[src/rtl/alu_core_pkg.sv]
// Shared ALU types: operation encoding and the packed status-flag word.
// The ALU_MUL_EN build macro decides whether ALU_MUL does anything (see alu_comb).
package controlpack;

  typedef enum logic [3:0] {
    ALU_ADD = 4'd0,
    ALU_ADC = 4'd1,
    ALU_SUB = 4'd2,
    ALU_SBC = 4'd3,
    ALU_AND = 4'd4,
    ALU_OR  = 4'd5,
    ALU_XOR = 4'd6,
    ALU_NOT = 4'd7,
    ALU_SHL = 4'd8,
    ALU_SHR = 4'd9,
    ALU_ROL = 4'd10,
    ALU_ROR = 4'd11,
    ALU_INC = 4'd12,
    ALU_DEC = 4'd13,
    ALU_CMP = 4'd14,
    ALU_MUL = 4'd15
  } alu_op_e;

  typedef struct packed {
    logic carry;
    logic zero;
    logic negative;
    logic overflow;
  } alu_flag_t;

endpackage

[src/rtl/alu_core_comb.sv]
// Combinational ALU datapath: next result/flags plus hold requests for the output register.
// Build macro ALU_MUL_EN enables the multiplier; without it ALU_MUL holds result and flags.
module alu_comb
  import controlpack::*;
#(
  parameter int DATA_BUS_WIDTH = 8
) (
  input  alu_op_e                   op,
  input  logic [DATA_BUS_WIDTH-1:0] a,
  input  logic [DATA_BUS_WIDTH-1:0] b,
  input  logic                      cin,
  output logic [DATA_BUS_WIDTH-1:0] nextResult,
  output alu_flag_t                 nextFlag,
  output logic                      holdResult,
  output logic                      holdFlag
);

  localparam int W = DATA_BUS_WIDTH;
  localparam logic [W-1:0] ONE = W'(1);

  logic [W:0]   wide;
  logic [W-1:0] res;
  logic         carry;
  logic         ovf;
  logic         valid;
`ifdef ALU_MUL_EN
  logic [2*W-1:0] product;
`endif

  function automatic logic addOvf(input logic [W-1:0] x, input logic [W-1:0] y,
                                  input logic [W-1:0] r);
    return (x[W-1] == y[W-1]) && (r[W-1] != x[W-1]);
  endfunction

  function automatic logic subOvf(input logic [W-1:0] x, input logic [W-1:0] y,
                                  input logic [W-1:0] r);
    return (x[W-1] != y[W-1]) && (r[W-1] != x[W-1]);
  endfunction

  // Subtractions are done one bit wider so bit W is the borrow out.
  always_comb begin
    wide       = '0;
    res        = '0;
    carry      = 1'b0;
    ovf        = 1'b0;
    valid      = 1'b1;
    holdResult = 1'b0;
    holdFlag   = 1'b0;
`ifdef ALU_MUL_EN
    product    = '0;
`endif
    case (op)
      ALU_ADD: begin
        wide  = {1'b0, a} + {1'b0, b};
        res   = wide[W-1:0];
        carry = wide[W];
        ovf   = addOvf(a, b, res);
      end
      ALU_ADC: begin
        wide  = {1'b0, a} + {1'b0, b} + {{W{1'b0}}, cin};
        res   = wide[W-1:0];
        carry = wide[W];
        ovf   = addOvf(a, b, res);
      end
      ALU_SUB, ALU_CMP: begin
        wide       = {1'b0, a} - {1'b0, b};
        res        = wide[W-1:0];
        carry      = wide[W];
        ovf        = subOvf(a, b, res);
        holdResult = (op == ALU_CMP);
      end
      ALU_SBC: begin
        wide  = {1'b0, a} - {1'b0, b} - {{W{1'b0}}, cin};
        res   = wide[W-1:0];
        carry = wide[W];
        ovf   = subOvf(a, b, res);
      end
      ALU_AND: res = a & b;
      ALU_OR:  res = a | b;
      ALU_XOR: res = a ^ b;
      ALU_NOT: res = ~a;
      ALU_SHL: begin
        res   = {a[W-2:0], 1'b0};
        carry = a[W-1];
      end
      ALU_SHR: begin
        res   = {1'b0, a[W-1:1]};
        carry = a[0];
      end
      ALU_ROL: begin
        res   = {a[W-2:0], a[W-1]};
        carry = a[W-1];
      end
      ALU_ROR: begin
        res   = {a[0], a[W-1:1]};
        carry = a[0];
      end
      ALU_INC: begin
        wide  = {1'b0, a} + {1'b0, ONE};
        res   = wide[W-1:0];
        carry = wide[W];
        ovf   = addOvf(a, ONE, res);
      end
      ALU_DEC: begin
        wide  = {1'b0, a} - {1'b0, ONE};
        res   = wide[W-1:0];
        carry = wide[W];
        ovf   = subOvf(a, ONE, res);
      end
      ALU_MUL: begin
`ifdef ALU_MUL_EN
        product = {{W{1'b0}}, a} * {{W{1'b0}}, b};
        res     = product[W-1:0];
        carry   = |product[2*W-1:W];
`else
        holdResult = 1'b1;
        holdFlag   = 1'b1;
`endif
      end
      default: valid = 1'b0;
    endcase

    nextResult        = valid ? res : '0;
    nextFlag.carry    = valid & carry;
    nextFlag.zero     = valid & (res == '0);
    nextFlag.negative = valid & res[W-1];
    nextFlag.overflow = valid & ovf;
  end

endmodule

[src/rtl/alu_core.sv]
// Registered 8-bit (parameterisable) ALU; the stored carry feeds ADC/SBC for multi-byte math.
// Build macro ALU_MUL_EN enables ALU_MUL; otherwise MUL is a no-op.
module alu_core
  import controlpack::*;
#(
  parameter int DATA_BUS_WIDTH = 8
) (
  input  logic                      clk,
  input  logic                      rst,
  input  alu_op_e                   op,
  input  logic [DATA_BUS_WIDTH-1:0] register1,
  input  logic [DATA_BUS_WIDTH-1:0] register2,
  output logic [DATA_BUS_WIDTH-1:0] result,
  output alu_flag_t                 flag
);

  logic [DATA_BUS_WIDTH-1:0] nextResult;
  alu_flag_t                 nextFlag;
  logic                      holdResult;
  logic                      holdFlag;

  alu_comb #(
    .DATA_BUS_WIDTH(DATA_BUS_WIDTH)
  ) u_comb (
    .op        (op),
    .a         (register1),
    .b         (register2),
    .cin       (flag.carry),
    .nextResult(nextResult),
    .nextFlag  (nextFlag),
    .holdResult(holdResult),
    .holdFlag  (holdFlag)
  );

  // CMP keeps the old result and a disabled MUL keeps both registers.
  always_ff @(posedge clk or posedge rst) begin
    if (rst) begin
      result <= '0;
      flag   <= '0;
    end else begin
      if (!holdResult) result <= nextResult;
      if (!holdFlag)   flag   <= nextFlag;
    end
  end

endmodule

[config.mk]
export PLATFORM = sky130hd
export DESIGN_NAME = alu_core
export DESIGN_NICKNAME = d
export VERILOG_FILES = /design/src/rtl/alu_core_pkg.sv /design/src/rtl/alu_core_comb.sv /design/src/rtl/alu_core.sv
export SDC_FILE = /design/constraint.sdc
export NUM_CORES = 1
export LEC_CHECK = 0
export ABC_AREA = 1
export BUFFER_PORTS_ARGS = -buffer_cell sky130_fd_sc_hd__buf_4
export CORE_MARGIN = 4
export CORE_UTILIZATION = 30
export CTS_CLUSTER_DIAMETER = 50
export DETAILED_ROUTE_END_ITERATION = 10
export GPL_ROUTABILITY_DRIVEN = 1
export PLACE_DENSITY = 0.53
export SLEW_MARGIN = 30
export SYNTH_ARGS = -nofsm -noshare
export SYNTH_HDL_FRONTEND = slang
export SYNTH_SLANG_ARGS = --single-unit
[constraint.sdc]
create_clock -name clk -period 2.3 [get_ports clk]
set_input_delay 0.115 -clock clk [delete_from_list [all_inputs] [get_ports clk]]
set_output_delay 0.115 -clock clk [all_outputs]
set_load 0.02 [all_outputs]
==> impl_metrics.yaml <==
clocking:
  cts-htree-levels: 1
  numCtsBuffers: 3
  worstSkewPairLatency_ns: 0.24
  cts_setup_buffers: 0
  cts_tree: "yes"
  cts.sinks: 12
  clk_path_buf_depth: 2
  root_buffer: "clkbuf_8"
  path_clk_slew_ns: 0.05
finish:
  final_nets: 662
  drive_gt1_share_pct: 17.4
  n_antenna_cell: 0
  area_delta_synth_final_pct: 27.3
  fin_util_pct: 39.4
global_routing:
  grt-busiest-layer: "met2"
  grt.total_usage_pct: 20.4
  met1_usage_pct: 27.3
  antenna_found_initial: 0
  grt_pass1_wl_um: 18400
  overflow: 0
  grt_max_degree: 15
  grt_use_met3_pct: 2.08
  grt_use_met2_pct: 35.3
  grt_pass1_vias: 3595
critical_path:
  critPathArrivalTime_ns: 2.25
  ff2ff_setup_slack_ns: 0.31
  cp.required_ns: 2.47
  cp_max_fo: 3
  criticalPathCategory: "primary input to flop"
  critPathLaunchType: "primary input"
  r2r_end: "flag[2]"
  r2r_cells: 11
  rr_startpoint: "flag[3]"
  cp-end-kind: "flop"
drt:
  dr.pass1.iters: 5
  wl_per_cell_um: 15.3
  avgViaCountPerCell: 4.98
  drtIter0Drc: 202
  ant_nets: 0
  totalWireLength_um: 11200
  vias: 3656
  drc: 0
yosys:
  synthMostInstantiatedCell: "nand2_1"
  synth_area_leaders: "nand2_1 (20%), ha_1 (14%), nand3_1 (11%)"
  ys_async_sr_fraction_pct: 100
  yosys_warnings: 0
  yosysTopAreaCell: "nand2_1"
  syn-num-nets: 587
  yosys-top-cells-count: "nand2_1 (156), nor2_1 (83), nand3_1 (65)"
  synth_cell_types: 33
  synth-seq-area-share_pct: 10.5
  synth-edff-count: 0
  syn_area_per_cell_sq_um: 5.41
  synth_seq_cells: 12
  synth_top_area_share_pct: 20.4
  syn-instance-count: 531
  syn_area_sq_mm: 0.00287
  ys.flop_type: "dfrtp_1"
floorplan:
  die_height_um: 106
  dieArea_sq_mm: 0.0112
  start_util_pct: 30.9
  coreArea_sq_mm: 0.00928
  chipWidth_um: 106
  fp-row-count: 35
  ios: 34
place:
  gp_congestion: 0.968
  place_ws_ns: -0.193
  portBuffers: 33
  place.detailed.hpwl_um: 9630
timing:
  finalCritPeriodShare_pct: 90.6
  hold_viol: 0
  fin_worst_skew_ns: 0.000637
  finalWorstSetupSlack_ns: 0.216
  fin_setup_tns_ns: 0
  max-slew-margin-rel_pct: 61.5
  rsz0062_at_grt: "false"
  holdWs_ns: 0.159
  max_freq_mhz: 480
  finalSetupViolations: 0
  tightest_slew_ns: 0.575
  fin_crit_ns: 2.08
  drv_slew: 0
min_path:
  hold_class: "primary input to flop"
  hold_depth: 3
  holdPathEnd: "result[7]"
  hold_path.startpoint: "op[1]"
run:
  max-cap-violations: 0
run_status:
  outcome: "completed"
pwr:
  power_density_mw_per_mm2: 370
  vdd_drop_max_v: 0.000173
  p_leak_nw: 1.94
  power_mw: 1.35
## layout by cell type (no fill, tap or decap), drive strengths merged, types with 2 or more instances in the layout
master	Yosys	layout
nor2	86	86
o21ai	26	26
nand2	159	159
nand3b	5	5
ha	32	32
buf	6	76
clkbuf	1	4
nor3	10	10
dfrtp	12	12
o2111ai	2	2
a21oi	20	20
o22ai	7	7
fa	2	2
o211ai	3	3
clkinv	2	2
nand3	66	66
inv	73	73
nand4	11	11
## metrics by stage
stage | instances | area, sq um
global route | 734 | 3660
CTS | 734 | 3630
detailed placement | 729 | 3560
global placement | 729 | 3560
finish | 734 | 3660
floorplan | 531 | 2870
## final cells by class
class                   count  area (sq um)
fillers                  1062          5630
multi-input cells         437          2280
repair buffers             77           581
flip-flops and latches     12           300
inverters                  75           282
well taps                 129           161
clock buffers               4          55.1
## sequential cells by signal, summed over array words and instances (netlist names)
name    cells
flag        4
result      8
## per-layer routing
layer / vias to the layer above / wire [um]
li1: 1873 / -
met1: 1618 / 5120
met2: 145 / 5160
met3: 20 / 651
met4: 0 / 276
met5: - / 0
## worst max-delay path by stage
stage            startpoint      end  cells past startpoint
2_1_floorplan  register1[0]  flag[2]                     13
3_3_place_gp   register1[0]  flag[2]                     14
3_5_place_dp   register1[0]  flag[2]                     14
4_1_cts        register1[0]  flag[2]                     14
5_1_grt        register1[0]  flag[3]                     13
6_report       register1[0]  flag[2]                     14
## repair_timing
item,4_1_cts,5_1_grt
hold buffers,1,0
hold endpoints to repair,12,0
resized for setup,0,6
endpoints found under the setup margin,0,7
## cells by family after synthesis
| family | count (synthesis) | share of synthesized area (%) |
|---|---|---|
| compound gates | 64 | 12.5 |
| fa+ha+maj | 34 | 15.3 |
| mux | 1 | 0.392 |
| flops | 12 | 10.5 |
| buf+inv | 82 | 11.2 |
| simple gates | 338 | 50.0 |
## power breakdown
part	internal (mW)	switching (mW)	leakage (nW)	total, mW
logic	0.330	0.527	1.77	0.857
clock network	0.151	0.0804	0.0288	0.232
registers	0.245	0.0210	0.148	0.266
## worst max-delay path: stages
cell	delay (ns)
buf_4	0.11
inv_1	0.05
ha_1	0.22
fa_1	0.49
ha_1	0.24
inv_1	0.05
nor2_1	0.05
o21ai_0	0.16
nand2_1	0.11
nor3_4	0.21
nand3_1	0.11
nor2_1	0.13
nand3_1	0.08
a21oi_1	0.12
(Power assumes the default switching activity.)
